`config.mk`:
```
export PLATFORM = sky130hd
export DESIGN_NAME = serial_frame_rx
export DESIGN_NICKNAME = d
export VERILOG_FILES = /design/src/rtl/serial_frame_rx_pkg.sv /design/src/rtl/sfrx_shift_in.sv /design/src/rtl/serial_frame_rx.sv
export SDC_FILE = /design/constraint.sdc
export NUM_CORES = 1
export LEC_CHECK = 0
export ABC_CLOCK_PERIOD_IN_PS = 1850
export BUFFER_PORTS_ARGS = -buffer_cell sky130_fd_sc_hd__buf_2
export CORE_ASPECT_RATIO = 1.1
export CORE_UTILIZATION = 50
export DETAILED_ROUTE_END_ITERATION = 12
export GPL_TIMING_DRIVEN = 1
export PLACE_DENSITY_LB_ADDON = 0.2
export SYNTH_ARGS = -nofsm -noshare
export SYNTH_HDL_FRONTEND = slang
export SYNTH_HIERARCHICAL = 1
export SYNTH_SLANG_ARGS = --single-unit
```
`constraint.sdc`:
```
create_clock -name clk -period 1.85 [get_ports clk]
set_input_delay 0.0925 -clock clk [delete_from_list [all_inputs] [get_ports clk]]
set_output_delay 0.0925 -clock clk [all_outputs]
set_load 0.02 [all_outputs]
```
`src/rtl/serial_frame_rx_pkg.sv`:
```
// Shared types for the serial frame receiver: FSM state encoding and width default.
// The PARITY state only exists when SERIAL_FRAME_RX_PARITY_EN is defined.
package serial_frame_rx_pkg;

  localparam int DATA_W_DEFAULT = 8;

`ifdef SERIAL_FRAME_RX_PARITY_EN
  typedef enum logic [1:0] {
    IDLE   = 2'd0,
    DATA   = 2'd1,
    PARITY = 2'd2,
    STOP   = 2'd3
  } state_t;
`else
  typedef enum logic [1:0] {
    IDLE   = 2'd0,
    DATA   = 2'd1,
    STOP   = 2'd3
  } state_t;
`endif

endpackage

```
`src/rtl/sfrx_shift_in.sv`:
```
// Enable-gated serial-to-parallel shift register, LSB-first assembly.
// Latency: one bit per enabled clk; after DATA_W enables bit 0 holds the first bit.
// Backpressure: none; the owner gates en.
module sfrx_shift_in
  import serial_frame_rx_pkg::*;
#(
  parameter int DATA_W = DATA_W_DEFAULT
) (
  input  logic              clk,
  input  logic              rst,
  input  logic              en,
  input  logic              serial_in,
  output logic [DATA_W-1:0] data
);

  // New bits enter at the MSB so the earliest bit ends up in bit 0.
  always_ff @(posedge clk) begin
    if (rst) begin
      data <= '0;
    end else if (en) begin
      data <= {serial_in, data[DATA_W-1:1]};
    end
  end

endmodule

```
`src/rtl/serial_frame_rx.sv`:
```
// Serial frame receiver (start 1, DATA_W bits LSB first, [even parity], stop 0); parity via SERIAL_FRAME_RX_PARITY_EN.
// Latency: start bit -> out_valid is DATA_W+2 cycles (+1 with parity).
// Backpressure: one-word valid/ready buffer; a good frame arriving while the held word is unconsumed is dropped with an overrun pulse.
module serial_frame_rx
  import serial_frame_rx_pkg::*;
#(
  parameter int DATA_W = DATA_W_DEFAULT
) (
  input  logic              clk,
  input  logic              rst,
  input  logic              serial_in,
  input  logic              out_ready,
  output logic [DATA_W-1:0] out_data,
  output logic              out_valid,
  output logic              busy,
  output logic              frame_err,
  output logic              parity_err,
  output logic              overrun
);

  localparam int CNT_W = $clog2(DATA_W);
  localparam logic [CNT_W-1:0] LAST_BIT = CNT_W'(DATA_W - 1);

  state_t            state;
  logic [CNT_W-1:0]  bit_cnt;
  logic [DATA_W-1:0] shift_data;
  logic              shift_en;
  logic              frame_good;

  assign shift_en = (state == DATA);

  sfrx_shift_in #(
    .DATA_W(DATA_W)
  ) u_shift_in (
    .clk       (clk),
    .rst       (rst),
    .en        (shift_en),
    .serial_in (serial_in),
    .data      (shift_data)
  );

`ifdef SERIAL_FRAME_RX_PARITY_EN
  logic par_bad;
  logic parity_err_q;

  assign parity_err = parity_err_q;
  assign frame_good = (state == STOP) && !serial_in && !par_bad;
`else
  assign parity_err = 1'b0;
  assign frame_good = (state == STOP) && !serial_in;
`endif

  always_ff @(posedge clk) begin
    if (rst) begin
      state        <= IDLE;
      bit_cnt      <= '0;
      busy         <= 1'b0;
      frame_err    <= 1'b0;
      overrun      <= 1'b0;
      out_data     <= '0;
      out_valid    <= 1'b0;
`ifdef SERIAL_FRAME_RX_PARITY_EN
      par_bad      <= 1'b0;
      parity_err_q <= 1'b0;
`endif
    end else begin
      frame_err <= 1'b0;
      overrun   <= 1'b0;
`ifdef SERIAL_FRAME_RX_PARITY_EN
      parity_err_q <= 1'b0;
`endif

      case (state)
        IDLE: begin
          if (serial_in) begin
            state   <= DATA;
            bit_cnt <= '0;
            busy    <= 1'b1;
`ifdef SERIAL_FRAME_RX_PARITY_EN
            par_bad <= 1'b0;
`endif
          end
        end
        DATA: begin
          // Counter saturates at the last bit; it never wraps inside a frame.
          if (bit_cnt == LAST_BIT) begin
`ifdef SERIAL_FRAME_RX_PARITY_EN
            state <= PARITY;
`else
            state <= STOP;
`endif
          end else begin
            bit_cnt <= bit_cnt + 1'b1;
          end
        end
`ifdef SERIAL_FRAME_RX_PARITY_EN
        PARITY: begin
          // Even parity: data bits plus parity bit must hold an even number of ones.
          par_bad <= serial_in ^ (^shift_data);
          state   <= STOP;
        end
`endif
        STOP: begin
          state     <= IDLE;
          busy      <= 1'b0;
          frame_err <= serial_in;
`ifdef SERIAL_FRAME_RX_PARITY_EN
          parity_err_q <= par_bad;
`endif
        end
        default: begin
          state <= IDLE;
          busy  <= 1'b0;
        end
      endcase

      // A consume and a new load in the same cycle keep out_valid high.
      if (frame_good) begin
        if (!out_valid || out_ready) begin
          out_data  <= shift_data;
          out_valid <= 1'b1;
        end else begin
          overrun <= 1'b1;
        end
      end else if (out_valid && out_ready) begin
        out_valid <= 1'b0;
      end
    end
  end

endmodule
```
==> metrics.txt <==
WL per Instance=10.88 um; share of cells above drive strength 1=19.64%; r2r endpoint=bit_cnt[2]; Leak=0.4528 nW; worst hold path type=primary input to register; Initial Util=54.95%; Clock Sinks=25; CP cell instances=ha_1 > ha_1 > or4b_1 > a21oi_1; Post-synth EDFFs=0; gr ovfl total=0; CP top delay family=adder cells; Yosys warnings=6; Tcrit/Tclk final=78.64%; cts repair resizes=0; Max Slew Vio Count=0; via/cell ratio=4.856; number of post-CTS setup repair buffers=0; main area contributors after synthesis=dfxtp_1, mux2i_1, nand2b_1; CP max stage delay=0.43 ns; status=finished, final reports clean; DP HPWL=1027 um; Worst EP arrival=1.70 ns; Top FF cell, synth=dfxtp_1; critical path launch point type=register; die width=44.66 um; Worst EP required=2.09 ns; DRC=0; ANT nets after route=0; sequential fraction of the synthesis area=50.00%; synth unique cells=22; Core Region=0.001822 mm^2; CP max stage cell=or4b_1; top post-synthesis cells by count=dfxtp_1, nand2b_1, mux2i_1, nor2_1, a21oi_1; Port Buffer Count=15; CTS tree=yes; syn avg cell area=10.21 um^2; H-tree lvl count=1; Setup CP Type=register to register; clk_lat worst skew=0.30 ns; Syn Std Cell Area=0.001001 mm^2; pwr dens=750.3 mW/mm^2; hold wc startpoint=out_ready; largest net degree at the start of global routing=34; Post-Route WL=1513 um; R2R setup slack=0.40 ns; clk buf depth=2; Post-Route Skew=0.0007411 ns; Hold EP=overrun; Max Freq=687.3 MHz; Total Power=0.8336 mW; Die H=48.93 um; # IOs=17; area leader, netlist=dfxtp_1; RSZ-0062 raised after global routing=no; Synth async-reset ratio=0%; Total GRT Usage=16.45%; initial antenna violation count=0; Setup crit start=bit_cnt[0]; max_cap viols=0; IR drop worst, VDD=0.0005412 V; worst path bufs/invs=0; # diodes=0; fin area=0.001111 mm^2; CTS clock-pin slew for the worst setup and hold paths=0.12 ns; starting DRC count in detailed routing=11; CTS root buf=clkbuf_4; Fin. Hold Viols=0; count leader, synth=dfxtp_1; hold slack=0.07789 ns; Mapped Cells=98; final setup fails=0; Vias=675; Hold-fix buffers, CTS=0; area grow syn2layout=11.00%; Mapped Nets=104; Hold Crit Depth=3; first-pass GRT wire length=2704 um; setup tns final=0 ns; top-area cell type share of the netlist area=50.00%; gp weighted congestion=0.6570; r2r worst-path depth=4; Site Rows=16; element type at the critical path end=register; post-synthesis register bit count=25; Crit Path Max Fanout=3; dpl cell area=0.001085 mm^2; full die area=0.002185 mm^2; R2R Path Start=bit_cnt[0]; Final min period=1.455 ns; cell repeated most along the worst path=ha_1; Util after Layout=60.99%; first drt pass iteration count=3; fin nets=119; CTS buffer count=3; vias in the first global route=642
[cells in the final DEF, fill, tap and decap left out]
| master | instances |
|---|---|
| mux2i_1 | 16 |
| nor4b_1 | 1 |
| buf_2 | 15 |
| clkbuf_1 | 1 |
| or4_1 | 1 |
| nor3_1 | 3 |
| nand3b_1 | 1 |
| dfxtp_1 | 25 |
| a21o_2 | 1 |
| ha_1 | 2 |
| a21oi_1 | 5 |
| buf_4 | 2 |
| or4b_1 | 2 |
| conb_1 | 1 |
| o21ai_0 | 3 |
| nor2_1 | 10 |
| clkbuf_4 | 3 |
| nand2b_1 | 17 |
| and4b_1 | 1 |
| inv_2 | 1 |
| nor2b_1 | 1 |
[through the flow]
step / worst slack (ns) / instances
finish: 0.3951 / 139
global route: 0.3107 / 139
CTS: 0.4057 / 139
detailed placement: 0.4300 / 135
global placement: 0.4872 / 135
floorplan: 0.5040 / 98
[worst reg2reg max path, stage by stage (launching register included)]
cell     delay (ns)
dfxtp_1        0.34
ha_1           0.20
ha_1           0.27
or4b_1         0.43
a21oi_1        0.15
[worst max-delay path by stage]
stage,end,slack [ns],cells past startpoint
global route,bit_cnt[2],0.31,4
CTS,bit_cnt[1],0.41,4
global placement,bit_cnt[2],0.49,4
finish,bit_cnt[2],0.40,4
floorplan,bit_cnt[2],0.50,4
detailed placement,bit_cnt[2],0.43,4
[power breakdown]
part           switching, mW  internal (mW)
combinational         0.0284         0.0228
clock                  0.147         0.0840
sequential           0.00576          0.546
[final cells by class]
type | count | area, um^2
clock buffer | 4 | 26.28
tap | 27 | 33.78
inverter | 1 | 3.754
fill | 159 | 710.7
sequential | 25 | 500.5
multi-input combinational | 65 | 456.7
timing repair buffer | 17 | 90.09
[flip-flops by register name, summed over array words and instances, names as in the netlist]
register	flops
out_valid	1
state	2
out_data	8
bit_cnt	3
u_shift_in/data	8
overrun	1
busy	1
frame_err	1
[logic make-up (layout without fill, tap and decap cells)]
logic type | Yosys count | after routing | share of synthesized area, %
AND/OR/NAND/NOR | 37 | 37 | 21.88
buffers and inverters | 8 | 22 | 4.375
other | 1 | 1 | 0.3746
multiplexers | 16 | 16 | 16.00
AO/OA/AOI/OAI | 9 | 9 | 4.874
adder cells (fa/ha/maj) | 2 | 2 | 2.500
flip-flops | 25 | 25 | 50.00
[per-layer routing]
layer / up-vias / wire (um) / global-route usage, %
met2: 7 / 726 / 27.45
li1: 359 / - / -
met4: 0 / 14 / 9.091
met1: 307 / 738 / 19.72
met5: - / 0 / 0
met3: 2 / 33 / 2.222
(Power assumes the default switching activity.)
